`src/rtl/mix_columns_seq.sv`:
```
`timescale 1ns/1ps
`default_nettype none
// ============================================================================
// Module   : mix_columns_seq
// Purpose  : Sequential AES MixColumns engine. A 128-bit state is accepted
//            over a valid/ready handshake. One shared 32-bit column mixer is
//            applied to columns 0..3 on four consecutive cycles. The result
//            is returned over a second valid/ready handshake.
// Ports    : clk, rst_n (async, active-low)
//            in_valid / in_ready / in_data[127:0]   - input state handshake
//            in_skip (only with MIXCOL_SKIP_EN)     - pass state unchanged
//            out_valid / out_ready / out_data[127:0] - output state handshake
//            busy                                   - high while columns mix
// Config   : `define MIXCOL_SKIP_EN adds in_skip. A state accepted with
//            in_skip=1 still spends 4 BUSY cycles but is not modified
//            (AES final round).
// Layout   : column c = data[127-32c -: 32], byte 0 of a column in its MSBs.
// Revision : 1.0 - initial release
// ============================================================================
module mix_columns_seq (
    input  logic         clk,
    input  logic         rst_n,
    input  logic         in_valid,
    output logic         in_ready,
    input  logic [127:0] in_data,
`ifdef MIXCOL_SKIP_EN
    input  logic         in_skip,
`endif
    output logic         out_valid,
    input  logic         out_ready,
    output logic [127:0] out_data,
    output logic         busy
);

    typedef enum logic [1:0] {
        ST_IDLE = 2'd0,
        ST_BUSY = 2'd1,
        ST_DONE = 2'd2
    } state_t;

    state_t         state_q, state_d;
    logic [1:0]     col_q, col_d;
    logic [127:0]   buf_q, buf_d;
    logic [31:0]    col_in, col_out;
    logic           accept;
    logic           wb_en;

`ifdef MIXCOL_SKIP_EN
    logic           skip_q, skip_d;
    assign wb_en = ~skip_q;
`else
    assign wb_en = 1'b1;
`endif

    // in_ready depends only on state and out_ready; in_valid never feeds it.
    assign in_ready  = (state_q == ST_IDLE) || ((state_q == ST_DONE) && out_ready);
    assign accept    = in_valid && in_ready;
    assign out_valid = (state_q == ST_DONE);
    assign busy      = (state_q == ST_BUSY);
    assign out_data  = buf_q;

    // Select the column currently being mixed.
    always_comb begin
        case (col_q)
            2'd0:    col_in = buf_q[127:96];
            2'd1:    col_in = buf_q[95:64];
            2'd2:    col_in = buf_q[63:32];
            default: col_in = buf_q[31:0];
        endcase
    end

    mix_columns_seq_col u_col (
        .col_i (col_in),
        .col_o (col_out)
    );

    always_comb begin
        state_d = state_q;
        col_d   = col_q;
        buf_d   = buf_q;
`ifdef MIXCOL_SKIP_EN
        skip_d  = skip_q;
`endif
        case (state_q)
            ST_BUSY: begin
                if (wb_en) begin
                    case (col_q)
                        2'd0:    buf_d[127:96] = col_out;
                        2'd1:    buf_d[95:64]  = col_out;
                        2'd2:    buf_d[63:32]  = col_out;
                        default: buf_d[31:0]   = col_out;
                    endcase
                end
                col_d = col_q + 2'd1;   // wraps to 0 after column 3
                if (col_q == 2'd3) begin
                    state_d = ST_DONE;
                end
            end
            ST_DONE: begin
                if (out_ready) begin
                    state_d = ST_IDLE;
                end
            end
            default: begin
                state_d = state_q;
            end
        endcase

        // A load from IDLE or a back-to-back load from DONE overrides the above.
        if (accept) begin
            buf_d   = in_data;
            col_d   = 2'd0;
            state_d = ST_BUSY;
`ifdef MIXCOL_SKIP_EN
            skip_d  = in_skip;
`endif
        end
    end

    always_ff @(posedge clk or negedge rst_n) begin
        if (!rst_n) begin
            state_q <= ST_IDLE;
            col_q   <= 2'd0;
            buf_q   <= '0;
`ifdef MIXCOL_SKIP_EN
            skip_q  <= 1'b0;
`endif
        end else begin
            state_q <= state_d;
            col_q   <= col_d;
            buf_q   <= buf_d;
`ifdef MIXCOL_SKIP_EN
            skip_q  <= skip_d;
`endif
        end
    end

endmodule

// ============================================================================
// Module   : mix_columns_seq_col
// Purpose  : Combinational MixColumns of one 32-bit column in GF(2^8),
//            reduction polynomial 0x11B.
// Ports    : col_i[31:0] - input column, byte 0 in [31:24]
//            col_o[31:0] - mixed column, same byte order
// Revision : 1.0 - initial release
// ============================================================================
module mix_columns_seq_col (
    input  logic [31:0] col_i,
    output logic [31:0] col_o
);

    function automatic logic [7:0] xtime(input logic [7:0] b);
        xtime = {b[6:0], 1'b0} ^ (b[7] ? 8'h1b : 8'h00);
    endfunction

    logic [7:0] a0, a1, a2, a3;
    logic [7:0] x0, x1, x2, x3;

    assign a0 = col_i[31:24];
    assign a1 = col_i[23:16];
    assign a2 = col_i[15:8];
    assign a3 = col_i[7:0];

    assign x0 = xtime(a0);
    assign x1 = xtime(a1);
    assign x2 = xtime(a2);
    assign x3 = xtime(a3);

    // 3*a is written as xtime(a) ^ a.
    assign col_o[31:24] = x0 ^ (x1 ^ a1) ^ a2 ^ a3;
    assign col_o[23:16] = a0 ^ x1 ^ (x2 ^ a2) ^ a3;
    assign col_o[15:8]  = a0 ^ a1 ^ x2 ^ (x3 ^ a3);
    assign col_o[7:0]   = (x0 ^ a0) ^ a1 ^ a2 ^ x3;

endmodule
`default_nettype wire

```
`config.mk`:
```
export PLATFORM = sky130hd
export DESIGN_NAME = mix_columns_seq
export DESIGN_NICKNAME = d
export VERILOG_FILES = /design/src/rtl/mix_columns_seq.sv
export SDC_FILE = /design/constraint.sdc
export NUM_CORES = 1
export LEC_CHECK = 0
export ABC_AREA = 0
export CAP_MARGIN = 25
export CELL_PAD_IN_SITES_DETAIL_PLACEMENT = 0
export CELL_PAD_IN_SITES_GLOBAL_PLACEMENT = 1
export CORE_ASPECT_RATIO = 1.5
export CORE_MARGIN = 3
export CORE_UTILIZATION = 23
export CTS_CLUSTER_DIAMETER = 150
export DETAILED_ROUTE_END_ITERATION = 16
export PLACE_DENSITY = 0.54
export SLEW_MARGIN = 20
export SYNTH_ARGS = -nofsm -noshare
export SYNTH_HDL_FRONTEND = slang
export SYNTH_SLANG_ARGS = --single-unit
export TNS_END_PERCENT = 30
```
`constraint.sdc`:
```
create_clock -name clk -period 3.43 [get_ports clk]
set_input_delay 0.686 -clock clk [delete_from_list [all_inputs] [get_ports clk]]
set_output_delay 0.686 -clock clk [all_outputs]
set_load 0.02 [all_outputs]
```
# --- Yosys cells after proc, flatten, opt, wreduce, memory -nomap -nowiden ---
# Cells that the tools add are included.
# W data, S select, Z words.
totals:
  wordCells: 68
  regBits: 132
  output_inout_bits: 131
classes:
  n_eq_ne: 8
  n_mux: 17
  add_sub_neg: 1
  bitwise: 20
  reduce_logical: 16
ops:
  columns: ["op", "count"]
  rows:
  - ["$mux W128", 2]
  - ["$xor A8 B8 Y8", 20]
  - ["$mux W32", 4]
  - ["$pmux W32 S3", 1]
  - ["$mux W5", 4]
  - ["$mux W2", 5]
  - ["$reduce_and A2 Y1", 4]
  - ["$reduce_bool A2 Y1", 4]
  - ["$eq A2 B2 Y1 const B", 3]
  - ["$ne A3 B1 Y1 const B", 2]
  - ["$eq A2 B1 Y1 const B", 2]
  - ["$logic_not A2 Y1", 2]
  - ["$pmux W2 S2", 1]
  - ["$reduce_and A3 Y1", 1]
  - ["$reduce_bool A3 Y1", 1]
  - ["$reduce_or A3 Y1", 1]
  - ["$add A2 B1 Y2 const B", 1]
  - ["$logic_and A1 B1 Y1", 2]
  - ["$ne A2 B1 Y1 const B", 1]
  - ["$logic_or A1 B1 Y1", 1]

# --- Logic depth before layout (Yosys ltp) ---
logic_depth:
  ltp_word: 11
  mapped_depth: 11
  depth_no_buf: 8

# --- Hierarchy ---
# A second synthesis with hierarchy kept.
unflattened:
  hier_cells: 793
  hier_area_um2: 8906.0
modules_own_cells:
  columns: ["module", "n_inst", "area_per_inst_um2", "cells_each"]
  rows:
  - ["mix_columns_seq", 1, 7598.5, 714]
  - ["mix_columns_seq_col", 1, 1307.5, 79]

# --- Worst setup path before layout ---
# OpenSTA, ideal clock, no wires.
synth_path:
  kind: "reg2reg"
  from: "register col_q[0]"
  to: "register buf_q[33], in the netlist out_data[33]"
  t_arrival_ns: 2.515
  n_path_buf: 2
  path_slack_ns: 0.783
  required_ns: 3.298
  setup_time_ns: 0.132
  stages_incl_launch_ff: 11
  path_cell_list: "dfrtp_1 > inv_1 > ha_1 > buf_2 > buf_2 > a222oi_1 > xnor2_1 > xnor2_1 > o21ai_1 > xor2_1 > o22ai_1"
synth_via:
  elab_chain_len: 11
  elab_cells_between_ends: 17
  classes_between: "eq/ne (2); mux (6); bitwise (6); reduce/logical (3)"
synth_lines:
  columns: ["item", "line", "rtl"]
  rows:
  - ["start: declaration", "42", "logic [1:0] col_q, col_d;"]
  - ["start signal: assignment", "130", "col_q <= col_d;"]
  - ["$eq A2 B2 Y1, or another cell as far along", "64, 87", null]
  - ["$pmux W32 S3", "64", "case (col_q)"]
  - ["$mux W5", "154", "xtime = {b[6:0], 1'b0} ^ (b[7] ? 8'h1b : 8'h00);"]
  - ["$xor A8 B8 Y8", "154", null]
  - ["$xor A8 B8 Y8 (4 in a row)", "174", "assign col_o[7:0] = (x0 ^ a0) ^ a1 ^ a2 ^ x3;"]
  - ["$mux W32", "87", "case (col_q)"]
  - ["$mux W128", "84", "case (state_q)"]
  - ["$mux W128", "110", "if (accept) begin"]
  - ["end signal: assignment", "131", "buf_q <= buf_d;"]
  - ["end: declaration", "43", "logic [127:0] buf_q, buf_d;"]
# Several ways; a longest one is shown, not always the timed one. The select of a mux whose other input is x is not followed.
# A chain may end at the register's enable or synchronous reset.

# --- Worst setup path in the final report ---
layout_path:
  from: "register col_q[0]"
  to: "register buf_q[98], in the netlist out_data[98]"
layout_via:
  elab_chain_len: 10
  elab_cells_between_ends: 15
  classes_between: "eq/ne (2); mux (4); bitwise (6); reduce/logical (3)"
layout_lines:
  columns: ["item", "line"]
  rows:
  - ["$eq A2 B2 Y1, or another cell as far along", "64"]
  - ["$pmux W32 S3", "64"]
  - ["$xor A8 B8 Y8", "154"]
  - ["$xor A8 B8 Y8 (4 in a row)", "174"]
  - ["$mux W32", "87"]
  - ["$mux W128", "84"]
  - ["$mux W128", "110"]
# Several ways; a longest one is shown, not always the timed one. The select of a mux whose other input is x is not followed.

==> impl_metrics.toml <==
[setup_path]
arrival_ns = 3.54
regToRegEndpoint = "out_data[98]$_DFFE_PN0P_"
critPathLaunchType = "register"
required_ns = 3.69
reg2reg_from = "col_q[0]$_DFFE_PN0P_"
critPathCaptureType = "register"
critPathMaxFanout = 12
critPathKind = "reg2reg"
rrSetupSlack_ns = 0.15
reg2reg_depth = 9

[synth]
yosysWarnings = 0
syn_area_um2 = 8780
synth-main-ff-cell = "dfrtp_1"
synth_xor_area_frac = 0.204
synth_fa_ha_area_frac = 0.0114
synth_seq_cells = 132
mappedNetlistNets = 1143
synth.distinct_cells = 41
yosysSeqAreaShare = 0.376
yosysTopAreaCellShare = 0.376
synth_edf_count = 0
synth_compound_area_frac = 0.200
yosysTopAreaCell = "dfrtp_1"
syn_area_per_cell_um2 = 8.75
synth_top_family_by_area = "XOR/XNOR gates"
synth_mux_area_frac = 0.0217
synth_cells = 1003
synth-simple-area-share = 0.147
synthArstFlopShare = 1.00
synthTopCellsByArea = "dfrtp_1, xnor2_1, a21oi_1, o21ai_0, and3_1"

[timing]
hold_violations = 0
post-route-period-util = 0.955
post-route-min-period_ns = 3.28
grt_setup_unrepaired = "no"
skew_ns = 0.00925
whs_ns = 0.0890
fin_tns_setup_ns = 0
setup_viol_count_final = 0
maxSlewViolCount = 0
fmax_ghz = 0.305
worst_pin_slew_ns = 1.06
max_slew_margin = 0.292

[final_layout]
layout_common_cells = "clkdlybuf4s50_1, xnor2_1, dfrtp_1"
fin_util = 0.342
drive_gt1_frac = 0.0952
fillerInstances = 3963
multi_input_area_um2 = 5130
seq_area_um2 = 3300
syn_to_final_growth_pct = 46.9
stdcell_area_um2 = 12900
layout_commonest_cell = "clkdlybuf4s50_1"
fin_nets = 1419

[detailed_routing]
wl_per_cell_um = 23.5
drt_first_pass_iters = 5
viasPerCell = 4.87
vias = 8689
antenna_left = 0
wirelength_mm = 41.9
initialDrtViolationCount = 742
route.detailed.drc = 0

[grt]
grt_usage = 0.204
grt.overflow.total = 0
grt_pass1_wl_mm = 60.9
grt_max_degree = 80
antenna_found_initial = 2
grt_pass1_vias = 9231

[floorplan]
die_w_um = 165
io_pins = 263
rows = 87
initial_utilization = 0.233
dieArea_um2 = 40600
die_h_um = 245
core_area_um2 = 37700

[clock_network]
cts_buffer_depth = 2
cts_hold_buf = 0
cts_buffers = 17
cts_num_sinks = 132
tritoncts = "built"
insertion_delay_ns = 0.43
cts-root-buf = "clkbuf_16"
htree_levels = 4
clk_pin_slew_worst_paths_ns = 0.06

[flow_run]
maxCapViolCount = 0

[run_status]
status = "complete, no violations"

[placement]
gp_congestion = 0.822
hpwl_mm = 32.4
numPortBuffers = 262
placed_area_um2 = 12300

[worst_hold_path]
hold_class = "in2async"
logic make-up after synthesis:
kind of cell	after synthesis
AND/OR/NAND/NOR	255
buffers and inverters	86
adder cells (fa/ha/maj)	8
multiplexers	18
XOR/XNOR	200
AO/OA/AOI/OAI	304
flip-flops	132
registers in the layout, summed over array words and instances, names as in the netlist:
| name | cells |
|---|---|
| col_q | 2 |
| state_q | 2 |
| out_data | 128 |
per-stage QoR:
| stage | setup WS [ns] | std cells |
|---|---|---|
| 2_1_floorplan | 0.783 | 1003 |
| 3_3_place_gp | -0.0786 | 1748 |
| 3_5_place_dp | -0.124 | 1748 |
| 4_1_cts | 0.0715 | 1780 |
| 5_1_grt | 0.0144 | 1783 |
| 6_report | 0.153 | 1784 |
cell usage after synthesis (4+ instances only):
cell type and instances:
xor2_1 47, a21oi_1 118, o22ai_1 19, mux2_2 4, nand3b_1 8, nand2b_1 5, nor3_1 8, clkbuf_1 67
or3_1 20, buf_2 6, o21ai_0 104, and3_1 68, dfrtp_1 132, nor2_1 52, buf_1 4, o21ai_1 18
nand2_1 62, mux2i_1 13, inv_1 5, xnor2_1 150, and2_1 5, nand3_1 21, ha_1 8, a222oi_1 32
worst max-delay path, cell delays in order, from the launching register on:
cell and delay (ns):
dfrtp_1 0.42, inv_1 0.09, ha_1 0.42, buf_4 0.27, a222oi_1 0.63, xor2_1 0.23, xnor2_1 0.31, xnor2_1 0.14
o21ai_1 0.43, a21oi_1 0.15
timing repair:
item	CTS	global route
resized for setup	2	0
pin swaps	0	1
endpoints found under the setup margin	6	3
buffers inserted	0	1
routing by layer:
metal  vias to the layer above  wire length [um]  GRT usage
li1                       4104                 -          -
met1                      4238             15900      0.231
met2                       294             22600      0.377
met3                        53              2310     0.0371
met4                         0              1090     0.0734
met5                         -                 0          0
cell type report:
cell class | instances | share of cell area
diodes | 3 | 0.000582
inverters | 6 | 0.00175
clock inverters | 10 | 0.00757
repair buffers | 337 | 0.251
multi-input cells | 785 | 0.398
well taps | 489 | 0.0475
flip-flops and latches | 132 | 0.256
clock buffers | 22 | 0.0376
how the worst max path moves through the flow:
stage,depth (start not counted),slack (ns),endpoint,start
final,9,0.15,out_data[98]$_DFFE_PN0P_,col_q[0]$_DFFE_PN0P_
after global placement,10,-0.08,out_data[106]$_DFFE_PN0P_,col_q[0]$_DFFE_PN0P_
after detailed placement,9,-0.12,out_data[106]$_DFFE_PN0P_,col_q[0]$_DFFE_PN0P_
after global routing,10,0.01,out_data[43]$_DFFE_PN0P_,col_q[0]$_DFFE_PN0P_
after CTS,9,0.07,out_data[74]$_DFFE_PN0P_,col_q[0]$_DFFE_PN0P_
after floorplan,10,0.78,out_data[33]$_DFFE_PN0P_,col_q[0]$_DFFE_PN0P_
Power is left out: the tool's default activity adds up to more than one toggle a clock period on the data nets, which glitch-free logic cannot reach.
